==> config.mk <==
export PLATFORM = sky130hd
export DESIGN_NAME = cpu_controller_fsm
export DESIGN_NICKNAME = d
export VERILOG_FILES = /design/src/rtl/cpu_pkg.sv /design/src/rtl/mem_wait_counter.sv /design/src/rtl/cpu_controller_fsm.sv
export SDC_FILE = /design/constraint.sdc
export NUM_CORES = 1
export LEC_CHECK = 0
export ABC_AREA = 1
export BUFFER_PORTS_ARGS = -buffer_cell sky130_fd_sc_hd__buf_2
export CAP_MARGIN = 20
export CORE_UTILIZATION = 45
export DETAILED_ROUTE_END_ITERATION = 7
export HOLD_SLACK_MARGIN = 0.02
export PLACE_DENSITY_LB_ADDON = 0.05
export SLEW_MARGIN = 20
export SYNTH_ARGS = -nofsm -noshare
export SYNTH_HDL_FRONTEND = slang
export SYNTH_HIERARCHICAL = 1
export SYNTH_SLANG_ARGS = --single-unit
==> constraint.sdc <==
create_clock -name clk -period 1.53 [get_ports clk]
set_clock_uncertainty 0.05 [all_clocks]
set_input_delay 0.2295 -clock clk [delete_from_list [all_inputs] [get_ports clk]]
set_output_delay 0.2295 -clock clk [all_outputs]
set_load 0.02 [all_outputs]
==> src/rtl/cpu_pkg.sv <==
// rtl/cpu_pkg.sv - shared types, encodings and instruction decode for the SRM control FSM
package cpu_pkg;

  typedef enum logic [4:0] {
    S_RESET, S_IF1, S_IF2, S_UPDATE_PC, S_DECODE, S_WR_IMM,
    S_READ_A, S_READ_B, S_EXEC, S_WRITE, S_ADDR_CALC, S_LOAD_ADDR,
    S_MEM_RD, S_LD_WB, S_ST_RD, S_ST_C, S_MEM_WR, S_HALT
  } state_t;

  localparam logic [2:0] OP_MOV  = 3'b110;
  localparam logic [2:0] OP_ALU  = 3'b101;
  localparam logic [2:0] OP_LDR  = 3'b011;
  localparam logic [2:0] OP_STR  = 3'b100;
  localparam logic [2:0] OP_HALT = 3'b111;

  localparam logic [1:0] MOV_IMM = 2'b10;
  localparam logic [1:0] MOV_REG = 2'b00;
  localparam logic [1:0] ALU_CMP = 2'b01;
  localparam logic [1:0] MEM_OP  = 2'b00;

  localparam logic [1:0] REG_RN = 2'b10;
  localparam logic [1:0] REG_RM = 2'b00;
  localparam logic [1:0] REG_RD = 2'b01;

  localparam logic [1:0] WB_C     = 2'b00;
  localparam logic [1:0] WB_IMM   = 2'b10;
  localparam logic [1:0] WB_MDATA = 2'b11;

  localparam logic [1:0] MEM_NONE  = 2'b00;
  localparam logic [1:0] MEM_READ  = 2'b01;
  localparam logic [1:0] MEM_WRITE = 2'b10;

  // Successor of DECODE for a given {opcode, op}
  function automatic state_t decode_next(input logic [2:0] opc, input logic [1:0] o,
                                         input logic halt_on_undef);
    state_t undef_s;
    state_t nxt;
    undef_s = halt_on_undef ? S_HALT : S_IF1;
    nxt     = undef_s;
    case (opc)
      OP_MOV:  nxt = (o == MOV_IMM) ? S_WR_IMM : ((o == MOV_REG) ? S_READ_B : undef_s);
      OP_ALU:  nxt = S_READ_A;
      OP_LDR:  nxt = (o == MEM_OP) ? S_READ_A : undef_s;
      OP_STR:  nxt = (o == MEM_OP) ? S_READ_A : undef_s;
      OP_HALT: nxt = S_HALT;
      default: nxt = undef_s;
    endcase
    return nxt;
  endfunction

endpackage

==> src/rtl/mem_wait_counter.sv <==
// rtl/mem_wait_counter.sv - saturating 4-bit memory-read wait counter
module mem_wait_counter #(
  parameter int MEM_WAIT = 1
) (
  input  logic clk,
  input  logic rst,
  input  logic clear_i,
  input  logic enable_i,
  output logic done_o
);

  localparam logic [3:0] LIMIT = MEM_WAIT[3:0];

  logic [3:0] count_q;
  logic [3:0] count_d;

  always_ff @(posedge clk or posedge rst) begin
    if (rst) count_q <= 4'd0;
    else     count_q <= count_d;
  end

  always_comb begin
    count_d = count_q;
    if (clear_i)                           count_d = 4'd0;
    else if (enable_i && count_q != LIMIT) count_d = count_q + 4'd1;
  end

  assign done_o = (count_q == LIMIT);

endmodule

==> src/rtl/cpu_controller_fsm.sv <==
// rtl/cpu_controller_fsm.sv - Moore control FSM: fetch, PC update, decode, ALU/LDR/STR/HALT
module cpu_controller_fsm
  import cpu_pkg::*;
#(
  parameter int MEM_WAIT      = 1,
  parameter int HALT_ON_UNDEF = 1
) (
  input  logic       clk,
  input  logic       rst,
  input  logic [2:0] opcode,
  input  logic [1:0] op,
  output logic [1:0] reg_sel,
  output logic [1:0] wb_sel,
  output logic       w_en,
  output logic       en_A,
  output logic       en_B,
  output logic       en_C,
  output logic       en_status,
  output logic       sel_A,
  output logic       sel_B,
  output logic       load_ir,
  output logic       load_pc,
  output logic       reset_pc,
  output logic       addr_sel,
  output logic       load_addr,
  output logic [1:0] mem_cmd,
  output logic       halted
);

  localparam logic HALT_UNDEF = (HALT_ON_UNDEF != 0);

  state_t state_q;
  state_t state_d;
  logic   wait_state;
  logic   wait_done;

  // Counter runs only in the two read-wait states, so it is zero on every entry to them
  assign wait_state = (state_q == S_IF1) || (state_q == S_MEM_RD);

  mem_wait_counter #(.MEM_WAIT(MEM_WAIT)) u_wait (
    .clk      (clk),
    .rst      (rst),
    .clear_i  (!wait_state),
    .enable_i (wait_state),
    .done_o   (wait_done)
  );

  always_ff @(posedge clk or posedge rst) begin
    if (rst) state_q <= S_RESET;
    else     state_q <= state_d;
  end

  always_comb begin
    state_d   = state_q;
    reg_sel   = REG_RM;
    wb_sel    = WB_C;
    w_en      = 1'b0;
    en_A      = 1'b0;
    en_B      = 1'b0;
    en_C      = 1'b0;
    en_status = 1'b0;
    sel_A     = 1'b0;
    sel_B     = 1'b0;
    load_ir   = 1'b0;
    load_pc   = 1'b0;
    reset_pc  = 1'b0;
    addr_sel  = 1'b0;
    load_addr = 1'b0;
    mem_cmd   = MEM_NONE;
    halted    = 1'b0;

    case (state_q)
      S_RESET: begin
        reset_pc = 1'b1;
        load_pc  = 1'b1;
        state_d  = S_IF1;
      end
      S_IF1: begin
        addr_sel = 1'b1;
        mem_cmd  = MEM_READ;
        if (wait_done) state_d = S_IF2;
      end
      S_IF2: begin
        addr_sel = 1'b1;
        mem_cmd  = MEM_READ;
        load_ir  = 1'b1;
        state_d  = S_UPDATE_PC;
      end
      S_UPDATE_PC: begin
        load_pc = 1'b1;
        state_d = S_DECODE;
      end
      S_DECODE: state_d = decode_next(opcode, op, HALT_UNDEF);
      S_WR_IMM: begin
        reg_sel = REG_RN;
        wb_sel  = WB_IMM;
        w_en    = 1'b1;
        state_d = S_IF1;
      end
      S_READ_A: begin
        reg_sel = REG_RN;
        en_A    = 1'b1;
        state_d = (opcode == OP_ALU) ? S_READ_B : S_ADDR_CALC;
      end
      S_READ_B: begin
        reg_sel = REG_RM;
        en_B    = 1'b1;
        state_d = S_EXEC;
      end
      S_EXEC: begin
        en_C      = 1'b1;
        sel_A     = (opcode == OP_MOV);
        en_status = (opcode == OP_ALU) && (op == ALU_CMP);
        state_d   = ((opcode == OP_ALU) && (op == ALU_CMP)) ? S_IF1 : S_WRITE;
      end
      S_WRITE: begin
        reg_sel = REG_RD;
        wb_sel  = WB_C;
        w_en    = 1'b1;
        state_d = S_IF1;
      end
      S_ADDR_CALC: begin
        sel_B   = 1'b1;
        en_C    = 1'b1;
        state_d = S_LOAD_ADDR;
      end
      S_LOAD_ADDR: begin
        load_addr = 1'b1;
        state_d   = (opcode == OP_LDR) ? S_MEM_RD : S_ST_RD;
      end
      S_MEM_RD: begin
        mem_cmd = MEM_READ;
        if (wait_done) state_d = S_LD_WB;
      end
      S_LD_WB: begin
        mem_cmd = MEM_READ;
        reg_sel = REG_RD;
        wb_sel  = WB_MDATA;
        w_en    = 1'b1;
        state_d = S_IF1;
      end
      S_ST_RD: begin
        reg_sel = REG_RD;
        en_B    = 1'b1;
        state_d = S_ST_C;
      end
      S_ST_C: begin
        sel_A   = 1'b1;
        en_C    = 1'b1;
        state_d = S_MEM_WR;
      end
      S_MEM_WR: begin
        mem_cmd = MEM_WRITE;
        state_d = S_IF1;
      end
      S_HALT: halted = 1'b1;
      default: state_d = S_RESET;
    endcase
  end

endmodule
Word level (Yosys, flattened, before mapping)
Index checks and enable logic that the tools add are counted.

storage, ports and cells
  register bits = 9
  bits of input ports = 7
  output and inout port bits = 19

cells by class
  add/subtract/negate cells = 1
  equal/unequal tests = 28
  muxes and demuxes = 28
  bitwise operators = 1
  reduce and logical (&&, ||, !) cells = 16

operators by type and width
  kind                                                                      number
  5-bit case mux with 14 select lines                                       1
  5-bit by 4-bit equality test with 1-bit output (second input constant)    8
  5-bit 2-to-1 mux                                                          5
  5-bit by 3-bit equality test with 1-bit output (second input constant)    4
  4-bit 2-to-1 mux                                                          4
  5-bit case mux with 3 select lines                                        1
  1-bit 2-to-1 mux                                                          12
  2-bit case mux with 2 select lines                                        3
  5-bit by 2-bit equality test with 1-bit output (second input constant)    2
  5-bit equality test (second input constant)                               2
  2-bit OR reduction                                                        5
  3-bit equality test (second input constant)                               3
  3-bit OR reduction                                                        3
  5-bit by 1-bit equality test with 1-bit output (second input constant)    1
  5-bit logical NOT                                                         1
  5-bit OR reduction                                                        1
  4-bit by 1-bit adder with 4-bit output (second input constant)            1
  4-bit by 1-bit equality test with 1-bit output (second input constant)    1
  2-bit by 1-bit inequality test with 1-bit output (second input constant)  2
  4-bit by 1-bit inequality test with 1-bit output (second input constant)  1
  4-bit OR reduction                                                        1
  3-bit by 2-bit equality test with 1-bit output (second input constant)    1
  3-bit AND reduction                                                       1
  2-bit by 1-bit equality test with 1-bit output (second input constant)    1
  other kinds (8)                                                           9

Longest topological paths before layout
Gate-level depths: netlist of run 1.

  word-level depth = 5
  depth in mapped cells = 10

Cells and area by module
The synthesis of run 1 kept the hierarchy.

by module, submodules not included
  module              times used  cells each  area an instance (µm²)
  cpu_controller_fsm  1           113         626.9
  mem_wait_counter    1           35          250.2

Least setup slack after synthesis of run 1
Ideal clock, no wire load.

  path kind = register to output
  from = reg state_q[4]
  to = out en_C
  arrival time = 1.541 ns
  slack = -0.291 ns
  stages on the path, launching flop included = 8
  buffers on the path = 0
  cell sequence = dfrtp_1 > inv_2 > nand2_1 > nor2_1 > inv_1 > nor3_1 > nor2_1 > nand2_1

on the way
  cells in the longest elaborated chain, start to end = 3
  elaborated cells between the ends (all ways) = 5
  classes of those cells = eq/ne: 3; mux: 1; reduce/logical: 1

RTL lines
  what                                            RTL line                  source
  start, declared                                 cpu_controller_fsm.sv:32  state_t state_q;
  start signal, assigned                          cpu_controller_fsm.sv:50  else state_q <= state_d;
  5-bit by 4-bit equality test with 1-bit output  cpu_controller_fsm.sv:72  case (state_q)
  3-bit OR reduction (no line) *                  --
  1-bit 2-to-1 mux *                              cpu_controller_fsm.sv:72
  end, declared                                   cpu_controller_fsm.sv:17  output logic en_C,

Mark *: on every way between the ends. The rest lies on a longest branch, timed or not.

Final worst setup path of run 1
  from = reg state_q[2]
  to = out reg_sel[1]

on the way
  cells in the longest elaborated chain, start to end = 3
  elaborated cells between the ends (all ways) = 8
  classes of those cells = eq/ne: 5; mux: 1; reduce/logical: 2

RTL lines
  what                                                                                                              RTL line                  source
  5-bit by 4-bit equality test with 1-bit output or 5-bit by 3-bit equality test with 1-bit output (tied branches)  cpu_controller_fsm.sv:72
  3-bit OR reduction (no line) or 2-bit OR reduction (tied branches)                                                --
  2-bit case mux with 2 select lines *                                                                              cpu_controller_fsm.sv:72
  end, declared                                                                                                     cpu_controller_fsm.sv:12  output logic [1:0] reg_sel,

Marks and branches as above.

==> results of run 1 <==
[cell type report]
cell class	count	share of cell area, %
multi-input combinational	107	44.94
sequential	9	14.77
tap	25	2.006
timing repair buffer	51	27.93
clock buffer	4	1.685
inverter	32	8.668
[Yosys cell counts (all sizes together)]
library cell  instances  share of area, %
nor3                  2               1.7
nand4                 5               3.6
dfrtp                 9                26
ha                    2               2.9
a22oi                 1              0.86
nand2                39                18
nand3                14               8.0
a21oi                 5               2.9
o21ai                 3               1.7
nor2                 30                15
nand3b                2               1.7
inv                  32                14
o2111ai               2               2.0
nor3b                 1              0.86
o21a                  1               1.0
[per-layer routing]
| layer | global-route usage (%) | vias to the layer above | part of all wire (%) |
|---|---|---|---|
| li1 | - | 588 | - |
| met1 | 31.81 | 558 | 42 |
| met2 | 47.61 | 71 | 51 |
| met3 | 2.353 | 8 | 5.3 |
| met4 | 8.824 | 0 | 1.6 |
| met5 | 0 | - | 0 |
[kinds of logic after synthesis]
| family | after synthesis |
|---|---|
| AO/OA/AOI/OAI | 12 |
| adder cells (fa/ha/maj) | 2 |
| buffers and inverters | 32 |
| flip-flops | 9 |
| AND/OR/NAND/NOR | 93 |
[worst min-delay path, delay by kind of cell]
kind,cells,cell delay [ns]
and+or+nand+nor,4,0.26
buffers and inverters,1,0.11
[path summary, 6_finish.rpt]
| check | depth (start not counted) | to | slack, ns |
|---|---|---|---|
| max | 6 | reg_sel[1] | -0.26 |
| min | 5 | state_q[2] | 0.32 |
| max reg2reg | 9 | state_q[1] | -0.11 |
| min reg2reg | 3 | u_wait/count_q[3] | 0.49 |
| max in group asynchronous | 3 | state_q[0] | 0.86 |
| min in group asynchronous | 3 | u_wait/count_q[1] | 0.34 |
[timing repair]
| action | in CTS | in global routing |
|---|---|---|
| gates resized for setup | 47 | 45 |
| endpoints found under the hold margin | 9 | 0 |
| setup endpoints to repair | 23 | 25 |
| hold buffers | 1 | 0 |
| pin swaps | 4 | 17 |
| buffers inserted | 5 | 11 |
[flip-flops by register name, summed over array words and instances, names as in the netlist]
register        count
state_q             5
u_wait/count_q      4
[report_power, final]
group | internal (mW) | total (mW) | switching [mW]
clock network | 0.100 | 0.184 | 0.0831
registers | 0.318 | 0.466 | 0.149
logic | 1.06 | 2.56 | 1.50
==> out/qor.txt, run 1 <==
number of global-route vias before repair: 1009
Port Buffers: 25
final hold violation count: 0
Worst slew margin: 82.36%
Setup CP Type: flop to output port
Die Width: 46.15 microns
final WL: 3.534 mm
CTS Buf Count: 3
failing checks: setup timing
vias: 1225
diodes inserted: 0
ratio of cells with drive above 1 in the final layout: 52.71%
Via density: 5.373
Final Util: 87.44%
Reg2Reg Launch Point: state_q[2]
Leak: 0.8156 nW
first-pass GRT wire length: 4.036 mm
Multi-input gate area: 700.7 sq um
VDD IR-drop max: 1315 uV
DP HPWL: 1.816 mm
Compound-Gate Fraction of Synth Area: 8.417%
DP Worst Slack: -0.007861 ns
measured slew at the worst slew-check pin: 0.2636 ns
Starting Density: 49.19%
TritonCTS clock tree: done
routability cong.: 0.8509
antenna violations before repair: 0
Max H-tree Level: 1
total global-route track usage: 26.18%
syn_nets: 157
Slowest-stage cell, CP: dfrtp_2
number of distinct library cells after synthesis: 20
RSZ-0062 raised after global routing: true
fill cell count: 97
required time worst endpoint: 1.25 ns
Max Root-Sink Buffers: 2
largest net degree at the start of global routing: 9
total chip power: 3.206 mW
most common cell after layout, fill and taps aside: nand2_1
Hold WC Path Type: input port to flop
cell at the root of the clock tree: clkbuf_4
Critical path buffers and inverters: 4
placed cells: 207
grt ovf: 0
max_cap viols: 0
commonest cells after routing, fill and taps aside: 29 x nand2_1, 25 x buf_4, 19 x inv_1
maximum clock frequency: 560.1 MHz
post-route cell area: 1559 sq um
Slew Limit Fails: 0
num rows: 15
Non-Filler Instances: 228
Hold WS: 0.3229 ns
synth-to-layout area growth: 77.75%
Post-Synth XOR/XNOR Area: 0%
Adder-Cell Fraction of Synth Area: 2.853%
clk sink count: 9
fin crit share: 116.7%
final net count: 213
mux cell area share after synthesis: 0%
Placed Area: 1120 sq um
crit-path max FO: 5
Post-Synth Simple-Gate Area: 49.36%
Cell Pwr Density: 2057 nW/um^2
synthesized area per cell: 5.926 sq um
# DRC: 0
Final TNS setup: -3.110 ns
Startpoint Class: flop
synthesized area: 877.1 sq um
Slowest Stage Delay on Critical Path: 0.47 ns
I/O Pins: 26
Top Family by Delay on Critical Path: flip-flops
first-pass detailed-route iteration total: 4
fin crit period: 1.786 ns
Die Ht: 46.15 microns
synth warn: 6
crit path DAT: 1.51 ns
Post-Synthesis Cells: 148
DR WL/cell: 15.50 microns
Yosys reg bits: 9
Core Footprint: 1783 sq um
Post-DRT Antenna Nets: 0
outcome: finished, violations left
Seq. cell area: 230.2 sq um
clk_lat worst skew: 0.26 ns
main combinational cell family by area after synthesis: simple AND/OR/NAND/NOR gates
Clock transition at path regs: 0.06 ns
Hold Startpoint: opcode[2]
CP Cell Sequence: buf_6, inv_8, nor2_4, inv_2, a21oi_1, buf_4
DRT iter0 DRCs: 43
setup slack after layout: -0.2555 ns
Seq/Total Area, Yosys: 25.68%
Worst Setup SP: state_q[2]
DIE AREA: 2130 sq um
CP endpoint kind: output port
Setup-failing EPs final: 27
Note: power is estimated with default switching activity, not from simulation.
==> inputs of run 2 (changes only) <==
- ABC_AREA: 1 -> not set
- CAP_MARGIN: 20 -> not set
==> run 2 against run 1 <==
Net effect: the flow now stops in global routing (5_1_grt); synthesized cell count decreased by 10%; area after synthesis increased by 7.1%.
==> out/qor.txt, run 2 <==
Port Buffers: 25 (unchanged)
Post-synth top cells: 16 x nor2_1, 11 x a21oi_1, 11 x nand2_1 (was 34 x nand2_1, 28 x inv_1, 25 x nor2_1)
largest net degree at the start of global routing: 8
Yosys reg bits: 9 (unchanged)
DP HPWL: 2.230 mm (was 1.816 mm)
I/O Pins: 26 (unchanged)
leading area contributor after synthesis: dfrtp_1 (unchanged)
Post-synth EDFFs: 0 (unchanged)
syn_nets: 142 (was 157)
num rows: 16 (was 15)
Die Width: 47.70 microns (was 46.15 microns)
Post-Synthesis Cells: 133 (was 148)
placed cells: 203 (was 207)
Placed Area: 1359 sq um (was 1120 sq um)
Max Root-Sink Buffers: 2 (unchanged)
synth warn: 6 (unchanged)
Synth async-reset ratio: 100.0% (unchanged)
routability cong.: 0.9222 (was 0.8509)
Max H-tree Level: 1 (unchanged)
Last stage: global routing (5_1_grt)
top cell type's share of synthesized area: 23.97% (was 25.68%)
top-count cell post-synth: nor2_1 (was nand2_1)
clk sink count: 9 (unchanged)
synthesized area per cell: 7.065 sq um (was 5.926 sq um)
worst_ep kind: top-level output
synthesized area: 939.7 sq um (was 877.1 sq um)
Synth Flop Type: dfrtp_1 (unchanged)
cell at the root of the clock tree: clkbuf_4 (unchanged)
outcome: stopped before the end (was finished, violations left)
Seq/Total Area, Yosys: 23.97% (was 25.68%)
worst endpoint after global-route timing repair: sel_A
Die Ht: 47.70 microns (was 46.15 microns)
dominant cells by area after synthesis: dfrtp_1 24%, nor2_1 6.4%, a21oi_1 5.9%, nand2_1 4.4%, o21ai_0 4.3% (was dfrtp_1 26%, nand2_1 15%, inv_1 12%, nor2_1 11%, nand3_1 8.0%)
stop err: [ERROR DPL-0038] Utilization greater than 100%, impossible to legalize
Starting Density: 47.90% (was 49.19%)
CTS Buf Count: 3 (unchanged)
number of distinct library cells after synthesis: 41 (was 20)
-- run 2: cell families after synthesis --
kind of cell | Yosys count | synth area share [%]
xor gates and xnor gates | 2 | 1.865
buffers and inverters | 18 | 8.122
AOI/OAI and AO/OA | 32 | 20.77
adders and majority gates | 2 | 2.663
and+or+nand+nor | 70 | 42.61
DFF | 9 | 23.97
-- run 2: per-stage QoR --
step	TNS [ns]	hold slack [ns]	setup WS [ns]
floorplan	-1.543	-0.05442	-0.2844
global placement	-1.412	0.08213	-0.2361
detailed placement	-1.915	0.08638	-0.3049
CTS	-6.699	0.3363	-0.4344
-- run 2: timing repair --
action,in CTS
pin swaps,22
gates resized for setup,70
hold buffers,1
endpoints found under the hold margin,9
setup endpoints to repair,27
cloned,1
setup buffers,16
==> inputs of run 3 (changes only) <==
- CORE_AREA: not set -> 2 2 63 65
- CORE_UTILIZATION: 45 -> not set
- DIE_AREA: not set -> 0 0 65 67
- HOLD_SLACK_MARGIN: 0.02 -> not set
- PLACE_DENSITY_LB_ADDON: 0.05 -> 0.15
==> run 3 against run 2 <==
Net effect: the flow now finishes, with violations (setup timing); area after synthesis unchanged; synthesized cell count unchanged.
==> out/qor.txt, run 3 <==
CP Cell Sequence: or3_4, or3_4, a21oi_4, buf_6
Via density: 4.992
top cell type's share of synthesized area: 23.97% (unchanged)
number of distinct library cells after synthesis: 41 (unchanged)
final net count: 203
Placed Area: 1393 sq um (was 1359 sq um)
crit path DAT: 1.64 ns
synthesized area per cell: 7.065 sq um (unchanged)
DIE AREA: 4355 sq um
fill cell count: 351
Setup-failing EPs final: 27
syn_nets: 142 (unchanged)
dominant cells by area after synthesis: dfrtp_1 24%, nor2_1 6.4%, a21oi_1 5.9%, nand2_1 4.4%, o21ai_0 4.3% (unchanged)
Post-synth EDFFs: 0 (unchanged)
first-pass detailed-route iteration total: 4
Critical path buffers and inverters: 1
routability cong.: 0.8440 (was 0.9222)
top-count cell post-synth: nor2_1 (unchanged)
number of global-route vias before repair: 1198
Cell Pwr Density: 2136 nW/um^2
DP Worst Slack: -0.2555 ns (was -0.3049 ns)
Startpoint Class: flop
clk_lat worst skew: 0.23 ns
Worst slew margin: 68.09%
most common cell after layout, fill and taps aside: buf_4
Port Buffers: 25 (unchanged)
DRT iter0 DRCs: 36
antenna violations before repair: 0
crit-path max FO: 4
Top Family by Delay on Critical Path: simple AND/OR/NAND/NOR gates
fin crit share: 125.3%
placed cells: 225 (was 203)
Max Root-Sink Buffers: 2 (unchanged)
Yosys reg bits: 9 (unchanged)
synth warn: 6 (unchanged)
critical path's most frequent cell: or3_4
vias: 1203
Core Footprint: 3606 sq um
commonest cells after routing, fill and taps aside: 39 x buf_4, 17 x buf_6, 11 x nor2_1
synthesized area: 939.7 sq um (unchanged)
outcome: finished, violations left (was stopped before the end)
Die Width: 65 microns (was 47.70 microns)
Slowest Stage Delay on Critical Path: 0.41 ns
Synth async-reset ratio: 100.0% (unchanged)
fin crit period: 1.916 ns
Largest register FFs: 5
Hold WC Path Type: input port to async pin
failing checks: setup timing
# DRC: 0
Synth Flop Type: dfrtp_1 (unchanged)
Slew Limit Fails: 0
DP HPWL: 2.376 mm (was 2.230 mm)
Post-DRT Antenna Nets: 0
Setup CP Type: flop to output port
VDD IR-drop max: 633.8 uV
clk sink count: 9 (unchanged)
final WL: 3.279 mm
I/O Pins: 26 (unchanged)
ratio of cells with drive above 1 in the final layout: 57.51%
Post-synth top cells: 16 x nor2_1, 11 x a21oi_1, 11 x nand2_1 (unchanged)
diodes inserted: 0
Post-Synthesis Cells: 133 (unchanged)
Seq/Total Area, Yosys: 23.97% (unchanged)
maximum clock frequency: 521.8 MHz
Slowest-stage cell, CP: dfrtp_1
grt ovf: 0
required time worst endpoint: 1.25 ns
cell at the root of the clock tree: clkbuf_8 (was clkbuf_4)
post-route cell area: 1810 sq um
leading area contributor after synthesis: dfrtp_1 (unchanged)
DR WL/cell: 13.61 microns
measured slew at the worst slew-check pin: 0.4726 ns
Starting Density: 26.06% (was 47.90%)
max_cap viols: 0
CTS Buf Count: 3 (unchanged)
Max H-tree Level: 1 (unchanged)
RSZ-0062 raised after global routing: true
setup slack after layout: -0.3864 ns
total chip power: 3.867 mW
TritonCTS clock tree: done
Non-Filler Instances: 241
Die Ht: 67 microns (was 47.70 microns)
largest net degree at the start of global routing: 14
Leak: 0.7625 nW
final hold violation count: 0
Largest regs: state_q x5, u_wait/count_q x4
Hold WS: 0.3789 ns
synth-to-layout area growth: 92.68%
CP endpoint kind: output port
num rows: 22 (was 16)
first-pass GRT wire length: 5.526 mm
Clock transition at path regs: 0.05 ns
Most flops, register: state_q
total global-route track usage: 16.50%
## run 3: cell counts after synthesis
Identical to the previous run, type by type.
## run 3: report_power, final
part | switching (mW) | leakage, nW | internal, mW
Sequential | 0.0766 | 0.117 | 0.318
Clock | 0.0911 | 0.0228 | 0.181
Combinational | 1.60 | 0.622 | 1.60
Total | 1.77 | 0.762 | 2.10
## run 3: area by class of cell
| type | count | area (sq um) | share of cell area [%] |
|---|---|---|---|
| multi-input cells | 106 | 884.6 | 48.86 |
| well taps | 48 | 60.06 | 3.317 |
| clock buffers | 4 | 45.04 | 2.488 |
| flip-flops and latches | 9 | 226.5 | 12.51 |
| inverters | 8 | 30.03 | 1.659 |
| repair buffers | 66 | 564.3 | 31.17 |
## run 3: kinds of logic after synthesis
kind of cell / count (synthesis) / synth area share, %
simple gates: 70 / 42.61
compound gates: 32 / 20.77
buf+inv: 18 / 8.122
flops: 9 / 23.97
xor+xnor: 2 / 1.865
fa+ha+maj: 2 / 2.663
## run 3: worst paths after layout
path	to	from	slack (ns)	cells after the start
setup / recovery	sel_A	state_q[2]	-0.39	4
hold / removal	u_wait/count_q[1]	rst	0.38	3
setup reg to reg	u_wait/count_q[0]	state_q[0]	-0.34	6
hold reg to reg	u_wait/count_q[3]	u_wait/count_q[3]	0.56	2
max in group asynchronous	state_q[4]	rst	0.85	3
min in group clk	state_q[4]	op[0]	0.46	3
## run 3: metrics by stage
stage	util, %	setup TNS, ns
global placement	38.62	-1.408
CTS	46.50	-5.325
detailed placement	38.62	-1.699
global route	50.21	-8.164
finish	50.21	-6.089
floorplan	-	-1.543
## run 3: tightest hold or removal path: stages
cell           delay [ns]
dlygate4sd3_1        0.53
buf_2                0.12
inv_1                0.13
## run 3: per-layer routing
metal  global-route usage (%)  wire length (microns)  vias to the layer above
met5                        0                      0                        -
met4                    7.181                     45                        0
met3                    3.378                    177                        6
met2                    26.16                   1642                       36
met1                    21.57                   1414                      567
li1                         -                      -                      594
## run 3: timing repair
action                                  in CTS  in global routing
setup buffers                                8                  4
gates cloned                                 0                  0
endpoints found under the setup margin      26                 28
resized for setup                           50                 31
hold buffers                                 1                  0
pin swaps                                   11                 11
endpoints found under the hold margin        9                  0
==> inputs of run 4 (changes only) <==
- CORE_AREA: 2 2 63 65 -> 10 10 71 73
- DIE_AREA: 0 0 65 67 -> 0 0 81 83
==> run 4 against run 3 <==
Net effect: the flow still finishes with violations (setup timing); core utilization rose by 9.7 points; critical path type is now flop to flop; worst hold slack improved by 0.022 ns; highest routed layer unchanged; non-clock buffer count rose by 25; power rose by 27%; largest power group unchanged; count of clock-buffer cells in the layout did not move; die area rose by 54%; clock power barely moved; wire length rose by 51%; setup slack got worse by 0.037 ns; combinational power rose by 32%; register-to-register slack got worse by 0.08 ns; global-route usage fell by 5.0 points.
==> out/qor.txt, run 4 (synthesized netlist as in run 3, its figures left out) <==
Slowest Stage Delay on Critical Path: 0.40 ns (was 0.41 ns)
CTS Buf Count: 3 (unchanged)
largest net degree at the start of global routing: 10 (was 14)
first-pass detailed-route iteration total: 4 (unchanged)
fin crit share: 127.7% (was 125.3%)
Final Util: 59.92% (was 50.21%)
Critical path buffers and inverters: 1 (unchanged)
maximum clock frequency: 511.8 MHz (was 521.8 MHz)
Top Family by Delay on Critical Path: simple AND/OR/NAND/NOR gates (unchanged)
Worst slew margin: 57.11% (was 68.09%)
Sequential Power Share: 8.3% (was 10.2%)
Cell Pwr Density: 2257 nW/um^2 (was 2136 nW/um^2)
CP Cell Sequence: buf_6, or3b_4, a211oi_4, nand2_1, or3_1, a21oi_2 (was or3_4, or3_4, a21oi_4, buf_6)
Starting Density: 25.86% (was 26.06%)
DIE AREA: 6723 sq um (was 4355 sq um)
DP Worst Slack: -0.2512 ns (was -0.2555 ns)
Setup CP Type: flop to flop (was flop to output port)
Largest register FFs: 5 (unchanged)
number of global-route vias before repair: 1352 (was 1198)
Final TNS setup: -7.071 ns (was -6.089 ns)
path depth of the worst reg2reg path: 6 (unchanged)
Slowest-stage cell, CP: dfrtp_1 (unchanged)
VDD IR-drop max: 1007 uV (was 633.8 uV)
crit-path max FO: 3 (was 4)
max_cap viols: 0 (unchanged)
final WL: 4.939 mm (was 3.279 mm)
commonest cells after routing, fill and taps aside: 51 x buf_4, 29 x buf_6, 10 x nor2_1 (was 39 x buf_4, 17 x buf_6, 11 x nor2_1)
synth-to-layout area growth: 131.7% (was 92.68%)
failing checks: setup timing (unchanged)
placed cells: 227 (was 225)
clock power share: 5.5% (was 7.0%)
DRT iter0 DRCs: 146 (was 36)
Hold WC Path Type: input port to async pin (unchanged)
FF-to-FF End: u_wait/count_q[2] (was u_wait/count_q[0])
Slew Limit Fails: 0 (unchanged)
Setup-failing EPs final: 27 (unchanged)
Most flops, register: state_q (unchanged)
sw frac: 45.89% (was 45.81%)
Worst Setup SP: state_q[2] (unchanged)
reg-to-reg slack, setup: -0.42 ns (was -0.34 ns)
Leak: 0.9522 nW (was 0.7625 nW)
fin crit period: 1.954 ns (was 1.916 ns)
CP endpoint kind: flop (was output port)
I/O Pins: 26 (unchanged)
cell at the root of the clock tree: clkbuf_8 (unchanged)
Port Buffers: 25 (unchanged)
Max H-tree Level: 1 (unchanged)
Non-Filler Instances: 266 (was 241)
total global-route track usage: 11.54% (was 16.50%)
Core Footprint: 3633 sq um (was 3606 sq um)
Startpoint Class: flop (unchanged)
# DRC: 0 (unchanged)
routability cong.: 0.8207 (was 0.8440)
met2 WL: 2.485 mm (was 1.642 mm)
vias: 1423 (was 1203)
Post-DRT Antenna Nets: 0 (unchanged)
clk_lat worst skew: 0.23 ns (about the same)
Max Root-Sink Buffers: 2 (unchanged)
Clock transition at path regs: 0.05 ns (about the same)
WL met3: 366 microns (was 177 microns)
diodes inserted: 0 (unchanged)
measured slew at the worst slew-check pin: 0.6353 ns (was 0.4726 ns)
RSZ-0062 raised after global routing: true (unchanged)
Via density: 5.350 (was 4.992)
clk sink count: 9 (unchanged)
Comb pwr share: 86.2% (was 82.8%)
first-pass GRT wire length: 6.472 mm (was 5.526 mm)
setup slack after layout: -0.4237 ns (was -0.3864 ns)
total chip power: 4.914 mW (was 3.867 mW)
Largest regs: state_q x5, u_wait/count_q x4 (unchanged)
wl on met1: 1.832 mm (was 1.414 mm)
num rows: 22 (unchanged)
Reg2Reg Launch Point: state_q[2] (was state_q[0])
crit path DAT: 2.06 ns (was 1.64 ns)
outcome: finished, violations left (unchanged)
NetSw: 2.255 mW (was 1.772 mW)
uppermost layer routed: met4 (unchanged)
Die Ht: 83 microns (was 67 microns)
antenna violations before repair: 0 (unchanged)
fill cell count: 279 (was 351)
ratio of cells with drive above 1 in the final layout: 66.51% (was 57.51%)
final net count: 228 (was 203)
P_int: 2.659 mW (was 2.096 mW)
DP HPWL: 2.611 mm (was 2.376 mm)
TritonCTS clock tree: done (unchanged)
DR WL/cell: 18.57 microns (was 13.61 microns)
required time worst endpoint: 1.64 ns (was 1.25 ns)
grt ovf: 0 (unchanged)
final hold violation count: 0 (unchanged)
Die Width: 81 microns (was 65 microns)
most common cell after layout, fill and taps aside: buf_4 (unchanged)
-- run 4: cell count changes in the layout (fill, tap and decap cells not counted), moves of 2 or more --
cell / before / now
nor3_4: 2 / 5
nor2_2: 4 / 2
nor3_1: 2 / 0
buf_6: 17 / 29
buf_4: 39 / 51
buf_8: 1 / 3
o21ai_0: 6 / 4
nor2_4: 1 / 4
-- run 4: through the flow --
step	cell area [sq um]	hold WS [ns]
3_3_place_gp	1408	0.08157
5_1_grt	2177	0.4102
6_report	2177	0.4010
3_5_place_dp	1408	0.09292
4_1_cts	1867	0.4035
2_1_floorplan	1044	-0.05442
-- run 4: worst max path at each step --
stage | slack [ns] | cells past startpoint | to
final | -0.42 | 6 | u_wait/count_q[2]
after global routing | -0.49 | 9 | state_q[1]
after CTS | -0.38 | 4 | sel_A
after detailed placement | -0.25 | 5 | u_wait/count_q[0]
after global placement | -0.21 | 5 | u_wait/count_q[0]
after floorplan | -0.28 | 6 | u_wait/count_q[0]
-- run 4: tightest hold or removal path: stages --
cell	delay, ns
dlygate4sd3_1	0.53
buf_2	0.13
inv_1	0.15
-- run 4: final cells by class --
type,instances,area (sq um),area share [%]
multi-input combinational,106,1001,45.98
timing repair buffer,91,814.5,37.41
tap,48,60.06,2.759
sequential,9,226.5,10.40
inverter,8,30.03,1.379
clock buffer,4,45.04,2.069
-- run 4: routing by layer --
metal  up-vias  global-route usage, %
met1       681                  13.50
met2        68                  21.04
li1        651                      -
met4         0                  1.408
met5         -                      0
met3        23                  2.371
-- run 4: timing repair --
| item | 4_1_cts | 5_1_grt |
|---|---|---|
| pin swaps | 23 | 27 |
| endpoints found under the setup margin | 26 | 28 |
| hold endpoints to repair | 9 | 0 |
| cloned | 0 | 0 |
| gates resized for setup | 71 | 54 |
| setup buffers | 23 | 16 |
| hold buffers | 1 | 0 |
-- run 4: power groups by stage --
stage / registers [mW] / clock network, mW / logic, mW
after detailed placement: 0.389 / 0 / 2.37
after CTS: 0.387 / 0.278 / 3.37
final: 0.407 / 0.269 / 4.24
after floorplan: 0.369 / 0 / 1.57
after global routing: 0.416 / 0.305 / 4.44
after global placement: 0.389 / 0 / 2.37
